`src/rtl/nibble_serial_sub16.sv`:
```
// Digit-serial subtractor: D = A - B - Bin, one DIGIT-wide slice per clock, LSB digit first.
// Start is accepted whenever busy is low; results are held until the next completion.
module nibble_serial_sub16 #(
    parameter int WIDTH = 16,
    parameter int DIGIT = 4
) (
    input  logic             clk,
    input  logic             rst_n,
    input  logic             start,
    input  logic [WIDTH-1:0] a,
    input  logic [WIDTH-1:0] b,
    input  logic             bin,
    output logic             busy,
    output logic             done,
    output logic [WIDTH-1:0] d,
    output logic             bout,
    output logic             ovf,
    output logic             zero
);
    localparam int NDIG = WIDTH / DIGIT;
    localparam int CW = (NDIG > 1) ? $clog2(NDIG) : 1;
    localparam logic [CW-1:0] LAST = CW'(NDIG - 1);

    typedef enum logic {
        IDLE = 1'b0,
        RUN  = 1'b1
    } state_t;

    state_t           state_q;
    logic [CW-1:0]    cnt_q;
    logic [WIDTH-1:0] a_q, b_q, res_q;
    logic             a_msb_q, b_msb_q, brw_q;
    logic             busy_q, done_q, bout_q, ovf_q, zero_q;
    logic [WIDTH-1:0] d_q;

    logic [DIGIT:0]   slice_d;
    logic             brw_d;
    logic [WIDTH-1:0] res_d;
    logic             ovf_d, zero_d;

    // Operands shift right one digit per cycle so the slice always sees the low digit;
    // the result fills from the top, so after NDIG shifts it is in place.
    always_comb begin
        slice_d = {1'b0, a_q[DIGIT-1:0]} - {1'b0, b_q[DIGIT-1:0]} - {{DIGIT{1'b0}}, brw_q};
        brw_d   = slice_d[DIGIT];
        res_d   = {slice_d[DIGIT-1:0], res_q[WIDTH-1:DIGIT]};
        ovf_d   = (a_msb_q ^ b_msb_q) & (res_d[WIDTH-1] ^ a_msb_q);
        zero_d  = (res_d == '0);
    end

    always_ff @(posedge clk or negedge rst_n) begin
        if (!rst_n) begin
            state_q <= IDLE;
            cnt_q   <= '0;
            a_q     <= '0;
            b_q     <= '0;
            res_q   <= '0;
            a_msb_q <= 1'b0;
            b_msb_q <= 1'b0;
            brw_q   <= 1'b0;
            busy_q  <= 1'b0;
            done_q  <= 1'b0;
            d_q     <= '0;
            bout_q  <= 1'b0;
            ovf_q   <= 1'b0;
            zero_q  <= 1'b0;
        end else begin
            done_q <= 1'b0;
            case (state_q)
                IDLE: begin
                    if (start) begin
                        a_q     <= a;
                        b_q     <= b;
                        a_msb_q <= a[WIDTH-1];
                        b_msb_q <= b[WIDTH-1];
                        brw_q   <= bin;
                        cnt_q   <= '0;
                        busy_q  <= 1'b1;
                        state_q <= RUN;
                    end
                end
                RUN: begin
                    a_q   <= a_q >> DIGIT;
                    b_q   <= b_q >> DIGIT;
                    brw_q <= brw_d;
                    res_q <= res_d;
                    cnt_q <= cnt_q + 1'b1;
                    if (cnt_q == LAST) begin
                        d_q     <= res_d;
                        bout_q  <= brw_d;
                        ovf_q   <= ovf_d;
                        zero_q  <= zero_d;
                        done_q  <= 1'b1;
                        busy_q  <= 1'b0;
                        state_q <= IDLE;
                    end
                end
                default: state_q <= IDLE;
            endcase
        end
    end

    assign busy = busy_q;
    assign done = done_q;
    assign d    = d_q;
    assign bout = bout_q;
    assign ovf  = ovf_q;
    assign zero = zero_q;

endmodule

```
`config.mk`:
```
export PLATFORM = sky130hd
export DESIGN_NAME = nibble_serial_sub16
export DESIGN_NICKNAME = d
export VERILOG_FILES = /design/src/rtl/nibble_serial_sub16.sv
export SDC_FILE = /design/constraint.sdc
export NUM_CORES = 1
export LEC_CHECK = 0
export CORE_MARGIN = 2
export CORE_UTILIZATION = 52
export DETAILED_ROUTE_END_ITERATION = 10
export GPL_TIMING_DRIVEN = 0
export PLACE_DENSITY = 0.79
export SETUP_SLACK_MARGIN = 0.5
export SLEW_MARGIN = 5
export SYNTH_ARGS = -nofsm -noshare
export SYNTH_HDL_FRONTEND = slang
export SYNTH_SLANG_ARGS = --single-unit
```
`constraint.sdc`:
```
create_clock -name clk -period 2.9 [get_ports clk]
set_input_delay 0.435 -clock clk [delete_from_list [all_inputs] [get_ports clk]]
set_output_delay 0.435 -clock clk [all_outputs]
set_load 0.01 [all_outputs]
```
==> impl_metrics.tcl, run 1 <==
set metrics [dict create \
    sw_frac_of_total_pct 35.6 \
    gr-total-overflow 0 \
    ff2ff_setup_slack_ns 0.56 \
    seq_area_frac_synth_pct 56.4 \
    drive_gt1_share_pct 15.2 \
    first_iter_violations 171 \
    reg2reg_from "brw_q$_DFFE_PN0P_" \
    vias 2198 \
    clock_path_buffers 2 \
    fin_tns_setup_ns 0 \
    tightest_slew_ns 0.498 \
    post-synth-top-count-cell "dfrtp_1" \
    place_congestion 0.758 \
    p_int_mw 2.87 \
    die_w_um 81.8 \
    drt_pass1_iterations 4 \
    final-setup-viol-count 0 \
    synth_seq_cells 71 \
    vdd_drop_max_uv 651 \
    worstPathRequired_ns 3.12 \
    fin_nets 381 \
    area_delta_synth_final_pct 28.6 \
    dp_hpwl_um 4580 \
    via_per_inst 5.28 \
    synth_edf_count 0 \
    grt_max_degree 71 \
    p_comb_share_pct 42.9 \
    final_area_um2 4050 \
    drv_slew 0 \
    crit_type "reg -> reg" \
    die_h_um 81.8 \
    cap_violations 0 \
    synth.distinct_cells 31 \
    syn_inst 267 \
    fillers 449 \
    cts_tree "built" \
    path_clk_slew_ns 0.07 \
    ys_top_cells_by_count "dfrtp_1 (71), mux2i_1 (35), nand2_1 (31), o21ai_0 (31), mux2_2 (22)" \
    cts_sinks 71 \
    grt_pass1_wl_um 10500 \
    grtUsageTotal_pct 21.5 \
    drtAntennaViolNets 0 \
    pwr-share-seq_pct 38.2 \
    hold_viol 0 \
    end_kind "flop" \
    r2r-end "ovf$_DFFE_PN0P_" \
    relSlewSlack_pct 66.8 \
    slowest_delay_ns 0.58 \
    fin_crit_sh_pct 80.8 \
    critPathMaxFanout 3 \
    switching_power_mw 1.59 \
    rsz0062_at_grt "true" \
    r2r_cells 8 \
    post_drt_wl_per_cell_um 15.8 \
    synthTopCellsByArea "dfrtp_1 (56%), mux2i_1 (11%), mux2_2 (7.9%), o21ai_0 (4.9%), nand2_1 (3.7%)" \
    core_area_um2 5890 \
    port_buffers 56 \
    num_rows 28 \
    start_util_pct 53.5 \
    cts-root-buf "clkbuf_8" \
    startpoint_type "flop" \
    antenna_found_initial 0 \
    hold_class "in -> async" \
    drc 0 \
    insertion_delay_ns 0.34 \
    critPathArrivalTime_ns 2.56 \
    synth_fp_nets 312 \
    outcome "finished clean" \
    p_leak_nw 1.87 \
    powerDensity_nw_per_um2 1100 \
    grt_pass1_vias 2260 \
    setup_slack_ns 0.557 \
    crit_slowest_cell "fa_1" \
    worst_path_most_repeated_cell "inv_1" \
    place_ws_ns 0.519 \
    dieArea_um2 6690 \
    dpl_cell_area_um2 3830 \
    finClkSkew_ns 0.00827 \
    yosys_warnings 0 \
    fmax_mhz 427 \
    yosys.area.top_type "dfrtp_1" \
    synth.avg_cell_area_um2 11.8 \
    yosysTopAreaCellShare_pct 56.4 \
    drt_wl_total_um 6570 \
    syn_area_um2 3150 \
    io_pins 57 \
    layout_min_cycle_time_ns 2.34 \
    crit_chain "inv_1 -> fa_1 -> inv_1 -> ha_1 -> o21a_1 -> or3_4 -> and2_4 -> a221o_1" \
    antennaDiodeCount 0 \
    pwr-share-clk_pct 18.9 \
    synth_top_flop_cell "dfrtp_1" \
    synthArstFlopShare_pct 100 \
    numCtsBuffers 9 \
    htreeDepth 3 \
]
[logic make-up after synthesis]
group                    synth area share, %
multiplexers                            19.0
adder cells (fa/ha/maj)                 4.05
flip-flops                              56.4
AND/OR/NAND/NOR                         7.95
XOR/XNOR                               0.834
AO/OA/AOI/OAI                           7.99
buffers and inverters                   3.77
[sequential cells by signal, summed over array words and instances (netlist names)]
name	count
busy	1
a_q	16
done	1
state_q	1
b_msb_q	1
ovf	1
res_q	12
cnt_q	2
a_msb_q	1
brw_q	1
zero	1
b_q	16
d	16
bout	1
[critical path, delay by kind of cell, from the launching register on]
kind                       cells  cell delay, ns
AOI/OAI and AO/OA              2            0.49
adders and majority gates      2            0.76
buffers and inverters          2            0.11
DFF                            1            0.33
and+or+nand+nor                2            0.54
[cell type report]
type	instances	area, um2	area share (%)
inverters	15	56.3	1.39
clock inverters	7	87.6	2.16
plain buffers	14	62.6	1.54
repair buffers	58	596	14.7
well taps	75	93.8	2.32
clock buffers	9	124	3.06
flip-flops and latches	71	1780	43.9
multi-input cells	167	1250	31.0
[layer usage]
layer / track usage, % / up-vias / part of all wire, %
li1: - / 1046 / -
met5: 0 / - / 0
met3: 4.51 / 4 / 4.2
met4: 9.33 / 0 / 1.0
met2: 34.0 / 63 / 48
met1: 28.9 / 1085 / 47
[through the flow]
step	util, %	cells	power, mW	hold WS (ns)
after global placement	64.6	398	3.54	0.460
after global routing	68.8	416	4.77	0.465
after floorplan	-	267	2.91	0.139
final	68.8	416	4.46	0.446
after detailed placement	65.1	399	3.63	0.233
after CTS	68.8	416	4.49	0.423
[power groups by stage]
| stage | Combinational, mW | Sequential [mW] | Clock (mW) |
|---|---|---|---|
| CTS | 1.94 | 1.71 | 0.850 |
| detailed placement | 1.91 | 1.72 | 0 |
| global placement | 1.83 | 1.70 | 0 |
| floorplan | 1.21 | 1.71 | 0 |
| finish | 1.91 | 1.71 | 0.842 |
| global route | 2.12 | 1.76 | 0.891 |
[placed cells by master, fill, tap and decap left out, drive strengths merged]
cell type and n:
clkbuf 13, o21a 1, xor2 1, buf 12, inv 15, nor2 13
xnor2 2, mux2i 35, dlygate4sd3 1, nor4 1, a2111oi 1, ha 7
mux2 22, nor4b 1, dfrtp 71, clkinvlp 1, clkdlybuf4s50 55, a21oi 4
and3 1, a22o 2, fa 2, a211oi 1, bufinv 2, nor3 1
o21ai 31, nand4 1, nand2b 3, a221o 1, or3 1, nand2 32
o22ai 1, clkinv 4, or4 1, and2 1
[worst max path at each step]
stage               cells after the start                from               end  slack, ns
floorplan                               7  a_q[0]$_DFFE_PN0P_   ovf$_DFFE_PN0P_       0.67
global placement                        1               rst_n  d[5]$_DFFE_PN0P_      -0.94
detailed placement                      7  a_q[0]$_DFFE_PN0P_   ovf$_DFFE_PN0P_       0.52
CTS                                     7  a_q[0]$_DFFE_PN0P_   ovf$_DFFE_PN0P_       0.53
global route                            8  b_q[0]$_DFFE_PN0P_   ovf$_DFFE_PN0P_       0.48
finish                                  8   brw_q$_DFFE_PN0P_   ovf$_DFFE_PN0P_       0.56
[timing repair]
item,4_1_cts,5_1_grt
setup buffers,0,0
resized for setup,1,0
hold buffers,1,0
setup endpoints to repair,1,2
pin swaps,0,2
hold endpoints to repair,1,0
Note: power is estimated with default switching activity, not from simulation.
==> inputs of run 2 (changes only) <==
--- a/config.mk
+++ b/config.mk
@@ -6,10 +6,10 @@
 export NUM_CORES = 1
 export LEC_CHECK = 0
 export CORE_MARGIN = 2
-export CORE_UTILIZATION = 52
+export CORE_UTILIZATION = 47
 export DETAILED_ROUTE_END_ITERATION = 10
 export GPL_TIMING_DRIVEN = 0
-export PLACE_DENSITY = 0.79
+export PLACE_DENSITY = 0.76
 export SETUP_SLACK_MARGIN = 0.5
 export SLEW_MARGIN = 5
 export SYNTH_ARGS = -nofsm -noshare
==> constraint.sdc (replaced) <==
create_clock -name clk -period 2.15 [get_ports clk]
set_input_delay 0.3225 -clock clk [delete_from_list [all_inputs] [get_ports clk]]
set_output_delay 0.3225 -clock clk [all_outputs]
set_load 0.01 [all_outputs]
==> impl_metrics.tcl, run 2 (synthesis results as in run 1) <==
set metrics [dict create \
    seq_area_um2 1780 \
    place_congestion 0.757 \
    path_clk_slew_ns 0.07 \
    cts_tree "built" \
    fmax_mhz 429 \
    drv_slew 0 \
    critPathCapture "ovf$_DFFE_PN0P_" \
    layout_min_cycle_time_ns 2.33 \
    critPathMaxFanout 3 \
    ff2ff_setup_slack_ns -0.18 \
    io_pins 57 \
    power.total_mw 6.18 \
    hold_class "in -> async" \
    globalRouteMet3Util_pct 3.85 \
    dieArea_um2 7370 \
    setup_slack_ns -0.180 \
    hold_viol 0 \
    dp_hpwl_um 4480 \
    tightest_slew_ns 0.484 \
    clock_path_buffers 2 \
    rsz0062_at_grt "true" \
    r2r-end "ovf$_DFFE_PN0P_" \
    grt_pass1_vias 2280 \
    core_area_um2 6420 \
    outcome "finished with violations" \
    gr-total-overflow 0 \
    crit_start "a_q[0]$_DFFE_PN0P_" \
    relSlewSlack_pct 67.7 \
    failed_checks "negative setup slack" \
    post_drt_wl_per_cell_um 15.3 \
    p_leak_nw 1.87 \
    port_buffers 56 \
    insertion_delay_ns 0.34 \
    cap_violations 0 \
    vias 2229 \
    fin_nets 383 \
    powerDensity_nw_per_um2 1510 \
    multiInputGateArea_um2 1300 \
    hold_slack_ns 0.417 \
    die_w_um 85.9 \
    fin_crit_sh_pct 108 \
    drt_pass1_iterations 6 \
    worstPathRequired_ns 2.37 \
    end_kind "flop" \
    drtAntennaViolNets 0 \
    cts_sinks 71 \
    num_rows 29 \
    use_met1_pct 26.7 \
    mostFrequentLayoutCell "dfrtp_1" \
    finClkSkew_ns 0.00905 \
    vdd_drop_max_uv 733 \
    grtUsageTotal_pct 19.6 \
    die_h_um 85.9 \
    reg2reg_from "a_q[0]$_DFFE_PN0P_" \
    first_iter_violations 131 \
    grt-busiest-layer "met2" \
    drc 0 \
    layout_common_cells "dfrtp_1 (71), clkdlybuf4s50_1 (55), mux2i_1 (35)" \
    drive_gt1_share_pct 18.1 \
    startpoint_type "flop" \
    final-setup-viol-count 4 \
    htreeDepth 3 \
    crit_type "reg -> reg" \
    grt_pass1_wl_um 11000 \
    antennaDiodeCount 0 \
    r2r_cells 7 \
    cts-root-buf "clkbuf_8" \
    use_met2_pct 30.3 \
    antenna_found_initial 0 \
    via_per_inst 5.31 \
    start_util_pct 49.0 \
    critPathArrivalTime_ns 2.55 \
    numCtsBuffers 9 \
    fillers 500 \
    drt_wl_total_um 6430 \
    area_delta_synth_final_pct 30.4 \
    grt_max_degree 50 \
]
==> run 2: cell types whose count changed in the layout (fill, tap and decap cells not counted), sizes merged <==
| cell | before | now |
|---|---|---|
| clkinv | 4 | 1 |
| clkbuf | 13 | 19 |
| bufinv | 2 | 1 |
==> run 2: report_power, final <==
group          internal [mW]  switching [mW]  leakage [nW]
combinational           1.48            1.36         0.889
clock                  0.567           0.466        0.0936
sequential              1.92           0.393         0.892
==> run 2: through the flow <==
stage	instance area, um2	std cells	setup slack [ns]	setup TNS [ns]	utilization [%]
floorplan	3150	267	-0.0524	-0.0990	-
global placement	3810	400	-1.60	-114.11	59.3
detailed placement	3830	401	-0.220	-0.635	59.7
CTS	4060	420	-0.169	-0.484	63.3
global route	4110	420	-0.246	-0.800	63.9
finish	4110	420	-0.180	-0.517	63.9
==> run 2: how the worst min path moves through the flow <==
stage / from / end / slack [ns] / cells after the start
final: rst_n / a_q[14]$_DFFE_PN0P_ / 0.42 / 2
after global routing: rst_n / a_q[14]$_DFFE_PN0P_ / 0.45 / 2
after CTS: rst_n / d[7]$_DFFE_PN0P_ / 0.41 / 2
after detailed placement: rst_n / a_q[14]$_DFFE_PN0P_ / 0.24 / 1
after global placement: b_q[11]$_DFFE_PN0P_ / b_q[7]$_DFFE_PN0P_ / 0.46 / 2
after floorplan: rst_n / a_msb_q$_DFFE_PN0P_ / 0.03 / 0
==> run 2: routing by layer <==
| metal | wire length (um) | part of all wire (%) |
|---|---|---|
| met1 | 2980 | 46 |
| met2 | 3070 | 48 |
| met3 | 232 | 3.6 |
| met4 | 143 | 2.2 |
| met5 | 0 | 0 |
==> run 2: cell type report <==
type,count,area share (%)
sequential,71,43.3
multi-input combinational,167,31.7
timing repair buffer,60,14.9
clock buffer,13,3.63
tap,77,2.35
buffer,14,1.77
inverter,15,1.37
clock inverter,3,1.04
==> run 2: what timing repair did <==
| action | CTS | global route |
|---|---|---|
| hold buffers | 1 | 0 |
| resized for setup | 5 | 14 |
| pin swaps | 4 | 4 |
| setup buffers | 2 | 0 |
| gates cloned | 0 | 0 |
| setup endpoints to repair | 12 | 20 |
| endpoints found under the hold margin | 22 | 0 |
==> run 2: critical path, cell delays in order (launching register included) <==
cell and delay [ns]:
dfrtp_1 0.42, fa_2 0.58, inv_2 0.05, ha_4 0.14, o21a_1 0.19, or3_4 0.37
and2_4 0.18, a221o_1 0.29
